$ cat src/rtl/alu_operand_stage_pkg.sv
// Shared encodings and helpers for the execute-stage operand formation logic.
package alu_operand_stage_pkg;

  localparam int OP_W   = 4;
  localparam int ADDR_W = 5;

  // ALU operation encodings; 0 is AND so a bubble presents a harmless op.
  localparam logic [OP_W-1:0] ALU_OP_AND = 4'h0;
  localparam logic [OP_W-1:0] ALU_OP_OR  = 4'h1;
  localparam logic [OP_W-1:0] ALU_OP_ADD = 4'h2;
  localparam logic [OP_W-1:0] ALU_OP_XOR = 4'h3;
  localparam logic [OP_W-1:0] ALU_OP_SUB = 4'h6;
  localparam logic [OP_W-1:0] ALU_OP_SLT = 4'h7;
  localparam logic [OP_W-1:0] ALU_OP_SLL = 4'h8;
  localparam logic [OP_W-1:0] ALU_OP_SRL = 4'h9;
  localparam logic [OP_W-1:0] ALU_OP_SRA = 4'hA;
  localparam logic [OP_W-1:0] ALU_OP_NOR = 4'hC;

  // Operand source selects.
  localparam logic ALU_SRC_A_REG   = 1'b0;
  localparam logic ALU_SRC_A_SHAMT = 1'b1;
  localparam logic ALU_SRC_B_REG   = 1'b0;
  localparam logic ALU_SRC_B_IMM   = 1'b1;

  // A later stage supplies the operand when it writes the same, non-zero register.
  function automatic logic fwd_hit(input logic wr, input logic [ADDR_W-1:0] rd,
                                   input logic [ADDR_W-1:0] addr);
    return wr && (rd == addr) && (addr != '0);
  endfunction

endpackage

$ cat src/rtl/alu_operand_stage_fwd_mux.sv
// Forwarding selector for one source operand: EX/MEM beats MEM/WB beats the register file.
module fwd_mux
  import alu_operand_stage_pkg::*;
#(
  parameter int N = 32
) (
  input  logic [ADDR_W-1:0] addr,
  input  logic [N-1:0]      reg_data,
  input  logic              mem_reg_write,
  input  logic [ADDR_W-1:0] mem_rd_addr,
  input  logic [N-1:0]      mem_result,
  input  logic              wb_reg_write,
  input  logic [ADDR_W-1:0] wb_rd_addr,
  input  logic [N-1:0]      wb_result,
  output logic [N-1:0]      operand
);

  // Youngest producer wins; register 0 never matches.
  always_comb begin
    operand = reg_data;
    if (fwd_hit(mem_reg_write, mem_rd_addr, addr)) begin
      operand = mem_result;
    end else if (fwd_hit(wb_reg_write, wb_rd_addr, addr)) begin
      operand = wb_result;
    end
  end

endmodule

$ cat src/rtl/alu_operand_stage.sv
// ID/EX pipeline register with forwarding and ALU source selection feeding the ALU.
module alu_operand_stage
  import alu_operand_stage_pkg::*;
#(
  parameter int N       = 32,
  parameter int IMM_W   = 16,
  parameter int SHAMT_W = 5
) (
  input  logic               clk,
  input  logic               rst,
  input  logic               stall,
  input  logic               flush,
  input  logic               id_valid,
  input  logic [OP_W-1:0]    id_op_code,
  input  logic [ADDR_W-1:0]  id_rs_addr,
  input  logic [ADDR_W-1:0]  id_rt_addr,
  input  logic [N-1:0]       id_rs_data,
  input  logic [N-1:0]       id_rt_data,
  input  logic [IMM_W-1:0]   id_imm,
  input  logic               id_imm_sext,
  input  logic [SHAMT_W-1:0] id_shamt,
  input  logic               id_src_a,
  input  logic               id_src_b,
  input  logic               id_reg_write,
  input  logic [ADDR_W-1:0]  id_rd_addr,
  input  logic               mem_reg_write,
  input  logic [ADDR_W-1:0]  mem_rd_addr,
  input  logic [N-1:0]       mem_result,
  input  logic               wb_reg_write,
  input  logic [ADDR_W-1:0]  wb_rd_addr,
  input  logic [N-1:0]       wb_result,
  output logic [N-1:0]       alu_x,
  output logic [N-1:0]       alu_y,
  output logic [OP_W-1:0]    alu_op_code,
  output logic               ex_valid,
  output logic               ex_reg_write,
  output logic [ADDR_W-1:0]  ex_rd_addr,
  output logic [N-1:0]       ex_store_data,
  output logic [31:0]        bubble_count
);

  logic               valid_reg;
  logic [OP_W-1:0]    op_reg;
  logic [ADDR_W-1:0]  rs_addr_reg;
  logic [ADDR_W-1:0]  rt_addr_reg;
  logic [N-1:0]       rs_data_reg;
  logic [N-1:0]       rt_data_reg;
  logic [IMM_W-1:0]   imm_reg;
  logic               sext_reg;
  logic [SHAMT_W-1:0] shamt_reg;
  logic               src_a_reg;
  logic               src_b_reg;
  logic               reg_write_reg;
  logic [ADDR_W-1:0]  rd_addr_reg;
  logic [31:0]        bubble_count_reg;

  logic               capture_bubble;
  logic [N-1:0]       ext_imm;
  logic [ADDR_W-1:0]  src_addr    [2];
  logic [N-1:0]       src_data    [2];
  logic [N-1:0]       fwd_operand [2];

  // Flush inserts an all-zero bubble, stall holds, otherwise take the decoded instruction.
  always_ff @(posedge clk or posedge rst) begin
    if (rst) begin
      valid_reg     <= 1'b0;
      op_reg        <= '0;
      rs_addr_reg   <= '0;
      rt_addr_reg   <= '0;
      rs_data_reg   <= '0;
      rt_data_reg   <= '0;
      imm_reg       <= '0;
      sext_reg      <= 1'b0;
      shamt_reg     <= '0;
      src_a_reg     <= 1'b0;
      src_b_reg     <= 1'b0;
      reg_write_reg <= 1'b0;
      rd_addr_reg   <= '0;
    end else if (flush) begin
      valid_reg     <= 1'b0;
      op_reg        <= '0;
      rs_addr_reg   <= '0;
      rt_addr_reg   <= '0;
      rs_data_reg   <= '0;
      rt_data_reg   <= '0;
      imm_reg       <= '0;
      sext_reg      <= 1'b0;
      shamt_reg     <= '0;
      src_a_reg     <= 1'b0;
      src_b_reg     <= 1'b0;
      reg_write_reg <= 1'b0;
      rd_addr_reg   <= '0;
    end else if (!stall) begin
      valid_reg     <= id_valid;
      op_reg        <= id_op_code;
      rs_addr_reg   <= id_rs_addr;
      rt_addr_reg   <= id_rt_addr;
      rs_data_reg   <= id_rs_data;
      rt_data_reg   <= id_rt_data;
      imm_reg       <= id_imm;
      sext_reg      <= id_imm_sext;
      shamt_reg     <= id_shamt;
      src_a_reg     <= id_src_a;
      src_b_reg     <= id_src_b;
      reg_write_reg <= id_reg_write;
      rd_addr_reg   <= id_rd_addr;
    end
  end

  // A bubble is any capture that lands valid=0; a held stall captures nothing.
  assign capture_bubble = flush || (!stall && !id_valid);

  // Saturating bubble counter.
  always_ff @(posedge clk or posedge rst) begin
    if (rst) begin
      bubble_count_reg <= '0;
    end else if (capture_bubble && (bubble_count_reg != '1)) begin
      bubble_count_reg <= bubble_count_reg + 32'd1;
    end
  end

  assign src_addr[0] = rs_addr_reg;
  assign src_addr[1] = rt_addr_reg;
  assign src_data[0] = rs_data_reg;
  assign src_data[1] = rt_data_reg;

  for (genvar gi = 0; gi < 2; gi++) begin : g_fwd
    fwd_mux #(.N(N)) u_fwd_mux (
      .addr          (src_addr[gi]),
      .reg_data      (src_data[gi]),
      .mem_reg_write (mem_reg_write),
      .mem_rd_addr   (mem_rd_addr),
      .mem_result    (mem_result),
      .wb_reg_write  (wb_reg_write),
      .wb_rd_addr    (wb_rd_addr),
      .wb_result     (wb_result),
      .operand       (fwd_operand[gi])
    );
  end

  assign ext_imm = sext_reg ? {{(N-IMM_W){imm_reg[IMM_W-1]}}, imm_reg}
                            : {{(N-IMM_W){1'b0}}, imm_reg};

  // Shifts take the amount on x, so src_a selects the zero-extended shamt.
  assign alu_x = (src_a_reg == ALU_SRC_A_SHAMT) ? {{(N-SHAMT_W){1'b0}}, shamt_reg}
                                                : fwd_operand[0];
  assign alu_y = (src_b_reg == ALU_SRC_B_IMM) ? ext_imm : fwd_operand[1];

  assign alu_op_code   = op_reg;
  assign ex_valid      = valid_reg;
  assign ex_reg_write  = reg_write_reg & valid_reg;
  assign ex_rd_addr    = rd_addr_reg;
  assign ex_store_data = fwd_operand[1];
  assign bubble_count  = bubble_count_reg;

endmodule

$ cat config.mk
export PLATFORM = sky130hd
export DESIGN_NAME = alu_operand_stage
export DESIGN_NICKNAME = d
export VERILOG_FILES = /design/src/rtl/alu_operand_stage_pkg.sv /design/src/rtl/alu_operand_stage_fwd_mux.sv /design/src/rtl/alu_operand_stage.sv
export SDC_FILE = /design/constraint.sdc
export NUM_CORES = 1
export LEC_CHECK = 0
export CORE_MARGIN = 2
export CORE_UTILIZATION = 49
export CTS_BUF_LIST = sky130_fd_sc_hd__clkbuf_4
export DETAILED_ROUTE_END_ITERATION = 8
export PLACE_DENSITY = 0.95
export REMOVE_ABC_BUFFERS = 1
export SLEW_MARGIN = 5
export SYNTH_ARGS = -nofsm -noshare
export SYNTH_HDL_FRONTEND = slang
export SYNTH_SLANG_ARGS = --single-unit
$ cat constraint.sdc
create_clock -name clk -period 10.4 [get_ports clk]
set_input_delay 2.08 -clock clk [delete_from_list [all_inputs] [get_ports clk]]
set_output_delay 2.08 -clock clk [all_outputs]
set_load 0.005 [all_outputs]
# Word-level counts from Yosys, hierarchy flattened
# Index checks and enable logic that the tools add are counted.
[classes] bitwise=1 n_reduce_logical=15 eq_ne=6 add_sub_neg=1 mux=33
[op_table] cell="2-to-1 mux 32 bit" n=11
[op_table] cell="2-to-1 mux 5 bit" n=8
[op_table] cell="adder 32 x 1 -> 32 bit (second input constant)" n=1
[op_table] cell="2-to-1 mux 16 bit" n=2
[op_table] cell="inequality test 32 bit (second input constant)" n=1
[op_table] cell="== test 5 bit" n=4
[op_table] cell="logical AND 1 bit" n=10
[op_table] cell="2-to-1 mux 1 bit" n=10
[op_table] cell="nonzero test 5 bit" n=2
[op_table] cell="2-to-1 mux 4 bit" n=2
[op_table] cell="zero test 1 bit" n=2
[op_table] cell="inequality test 2 x 1 -> 1 bit (second input constant)" n=1
[op_table] cell="bitwise AND 1 bit" n=1
[op_table] cell="logical OR 1 bit" n=1
[word_totals] wordCells=70 out_inout_bits=139 regBits=141 inputBits=189

# Depth between registers and ports, before layout
[logic_depth] depth_word=6 depth_mapped=7 mapped_depth_nobuf=6

# Hierarchy
# Synthesis repeated with hierarchy kept, for this count alone.
[hier_totals] hier_cells=991 area_unflattened_um2=8754.6
[modules_own_cells] mod="alu_operand_stage" area_per_inst_um2=6547.5 seq_area_each_um2=3528.4 cells_per_inst=595 instances=1
[modules_own_cells] mod="fwd_mux" area_per_inst_um2=1103.6 seq_area_each_um2=0.0 cells_per_inst=198 instances=2

# Worst setup path after synthesis
# OpenSTA, ideal clock, no wires.
[synth_path] path_kind="input-to-output" from="input port wb_rd_addr[1]" to="output port alu_y[10]" path_slack_ns=4.827 path_buffers=1 arrival_time_ns=3.493 path_stages=6 path_cell_list="xnor2_2 nand2_1 nor3_2 buf_6 mux2i_1 a221oi_1"
[synth_via] elab_chain_len=6
[synth_rtl] item="start: declaration" line_no="alu_operand_stage.sv:30" source="input logic [ADDR_W-1:0] wb_rd_addr,"
[synth_rtl] item="== test 5 bit" line_no="alu_operand_stage_pkg.sv:28" source="return wr && (rd == addr) && (addr != '0);"
[synth_rtl] item="logical AND 1 bit (2 in series)" line_no="alu_operand_stage_pkg.sv:28"
[synth_rtl] item="2-to-1 mux 32 bit" line_no="alu_operand_stage_fwd_mux.sv:23" source="end else if (fwd_hit(wb_reg_write, wb_rd_addr, addr)) begin"
[synth_rtl] item="2-to-1 mux 32 bit" line_no="alu_operand_stage_fwd_mux.sv:21" source="if (fwd_hit(mem_reg_write, mem_rd_addr, addr)) begin"
[synth_rtl] item="2-to-1 mux 32 bit" line_no="alu_operand_stage.sv:147" source="assign alu_y = (src_b_reg == ALU_SRC_B_IMM) ? ext_imm : fwd_operand[1];"
[synth_rtl] item="end: declaration" line_no="alu_operand_stage.sv:33" source="output logic [N-1:0] alu_y,"
# No other way between the ends.

# Worst setup path in the final report
[layout_path] from="input port wb_rd_addr[1]" to="output port alu_y[12]"
# The elaborated chain is that of the path after synthesis.

==> flow_summary_export.csv <==
group,metric,value,unit
outcome,status,"completed",
setup_path,arrival,5.81,ns
clock_tree,cts_buffers,17,
clock_tree,cts_root_buf,"clkbuf_4",
logic_synthesis,synthDistinctLibCells,43,
clock_tree,path_clk_slew,0.11,ns
setup_path,crit_end,"alu_y[12]",
place,port_buffers,327,
floorplanning,design.core.area,16500,um^2
logic_synthesis,synth.area.top_cells,"dfrtp_1, mux2i_1, nor2_1",
timing,fin_tns_setup,0,ns
global_routing,grt_pass1_vias,7980,
clock_tree,htreeDepth,4,
setup_path,timing.rr.start,"bubble_count[20]",
floorplanning,rows,47,
timing,fmax,127,MHz
global_routing,grt_max_degree,76,
detailed_routing,drc_errors,0,
power_and_ir_drop,p_leak,5.11,nW
detailed_routing,vias,8032,
setup_path,r2r_end,"bubble_count[1]",
setup_path,reg2reg_slack,7.98,ns
finish,utilization,71.7,%
finish,drive_gt1_share,4.99,%
timing,max-slew-margin-rel,9.22,%
setup_path,startpoint,"wb_rd_addr[1]",
logic_synthesis,synth-seq-cells,141,
detailed_routing,drt_iter0_markers,597,
detailed_routing,ant_nets,0,
clock_tree,cts_tree,"done",
detailed_routing,routed_wirelength,28400,um
logic_synthesis,ys.warnings.count,0,
setup_path,critical_path_class,"input pin to output port",
clock_tree,post-cts-setup-buffers,0,
floorplanning,ioPinCount,328,
finish,layout.nets,1341,
detailed_routing,avgViaCountPerCell,5.80,
logic_synthesis,yosys.area.top_type,"dfrtp_1",
logic_synthesis,seq_area_frac_synth,42.7,%
place,place_area,11600,um^2
detailed_routing,wl_per_cell,20.5,um
place,hpwl,20600,um
detailed_routing,firstDrtPassIters,5,
floorplanning,die_h,134,um
setup_path,cp_max_fo,16,
finish,fillers,1204,
hold_path,hold_class,"flop to flop",
timing,tightest_slew,1.36,ns
logic_synthesis,synth-edff-count,0,
timing,slew_viol_final,0,
logic_synthesis,synth_area,8270,um^2
hold_path,min_from,"bubble_count[27]",
logic_synthesis,synth_async_sr_flop_share,100,%
floorplanning,die_area,17900,um^2
setup_path,worstPathRequired,8.32,ns
power_and_ir_drop,power-per-cell-area,113,nW/um^2
timing,period_share,75.9,%
finish,stdcell_area,11900,um^2
floorplanning,die_w,134,um
timing,setup_viol_count_final,0,
timing,hold_viol,0,
clock_tree,cts_num_sinks,141,
place,gp_congestion,0.889,
timing,period_needed,7.89,ns
setup_path,cp-end-kind,"output port",
clock_tree,hold_buffers,0,
power_and_ir_drop,ir_worst_vdd,0.000105,V
clock_tree,cts_buffer_depth,2,
global_routing,grt_usage,31.7,%
setup_path,cp-start-kind,"input pin",
clock_tree,cts-resized-gates,0,
logic_synthesis,synth_cells,862,
logic_synthesis,synth_most_common_cell,"nor2_1",
floorplanning,start_util,50.0,%
finish,syn2layout_area_growth,43.3,%
timing,rsz0062_at_grt,"false",
timing,fin_skew,0.0140,ns
global_routing,grt_pass1_wl,43900,um
logic_synthesis,syn_area_per_cell,9.59,um^2
flow_run,maxCapViolCount,0,
logic_synthesis,synthFlopType,"dfrtp_1",
clock_tree,clkLatencyLatePin,0.55,ns
setup_path,reg2reg_depth,5,
logic_synthesis,synth_commonest_cells,"nor2_1, mux2i_1, dfrtp_1",
logic_synthesis,yosys.area.top_type_share,42.7,%
power_and_ir_drop,p_total,0.00134,W
global_routing,gr-total-overflow,0,
global_routing,antenna_found_initial,1,
## final cells by class
type                            instances  area (um^2)  share of cell area, %
Clock buffer                           19          143                   1.20
Tap cell                              220          275                   2.32
Timing Repair Buffer                  335         3330                   28.1
Sequential cell                       141         3530                   29.8
Inverter                               19         76.3                  0.644
Multi-Input combinational cell        637         4360                   36.8
Antenna cell                            1         2.50                 0.0211
Clock inverter                         12          128                   1.08
## critical path: stages
cell	delay, ns
clkdlybuf4s50_1	0.49
xnor2_2	0.62
nand2_1	0.21
nor3_4	1.11
mux2i_1	0.30
a221oi_1	0.42
clkdlybuf4s50_1	0.58
## metrics by stage
step	hold WS (ns)	instances	setup WS, ns
3_3_place_gp	0.493	1352	2.79
3_5_place_dp	0.500	1352	2.66
2_1_floorplan	0.481	797	4.11
4_1_cts	0.523	1383	2.66
5_1_grt	0.550	1384	2.45
6_report	0.524	1384	2.51
## power by group
part	switching (W)	internal, W	total, W
combinational	0.000144	0.000209	0.000353
sequential	0.0000412	0.000584	0.000626
clock	0.000193	0.000165	0.000358
total	0.000378	0.000958	0.00134
## cells in the final DEF, fill, tap and decap left out, types with 2 or more instances in the layout
master and n:
dfrtp_1 140, nand2_1 19, and4_1 5, xnor2_1 30
clkinv_1 6, nor3_1 23, a21oi_1 20, mux2i_1 153
buf_4 9, nor4_1 4, a211oi_1 32, nor2_1 192
and3_1 24, a221oi_1 21, nor3b_1 4, xor2_1 16
a21boi_0 5, inv_1 18, nand3_1 19, o31ai_1 20
mux2_2 2, clkbuf_4 19, bufinv_16 3, clkdlybuf4s50_1 325
nand4_1 13, o211ai_1 2, or3_1 2, and2_1 4
a221oi_2 9, clkinv_2 3, nand3b_1 2
## kinds of logic (layout without fill, tap and decap cells)
logic type / after synthesis / in the layout / share of synthesized area (%)
other cells: 0 / 1 / 0
fa+ha+maj: 1 / 1 / 0.151
flops: 141 / 141 / 42.7
mux: 155 / 155 / 18.8
compound gates: 114 / 114 / 11.0
simple gates: 320 / 320 / 17.6
xor+xnor: 47 / 47 / 5.07
buf+inv: 84 / 385 / 4.70
## worst min path at each step
| stage | cells past startpoint | endpoint |
|---|---|---|
| 3_5_place_dp | 1 | bubble_count[27] |
| 2_1_floorplan | 2 | reg_write_reg |
| 6_report | 1 | bubble_count[27] |
| 4_1_cts | 1 | bubble_count[19] |
| 3_3_place_gp | 1 | bubble_count[19] |
| 5_1_grt | 1 | bubble_count[19] |
## metal layers
metal | GRT usage [%] | up-vias | routed length [um]
met5 | 0 | - | 0
met4 | 16.0 | 0 | 1370
met3 | 8.96 | 86 | 2780
met2 | 51.5 | 465 | 13600
met1 | 38.6 | 3842 | 10700
li1 | - | 3639 | -
No activity file was read; power rests on OpenSTA's default activity.
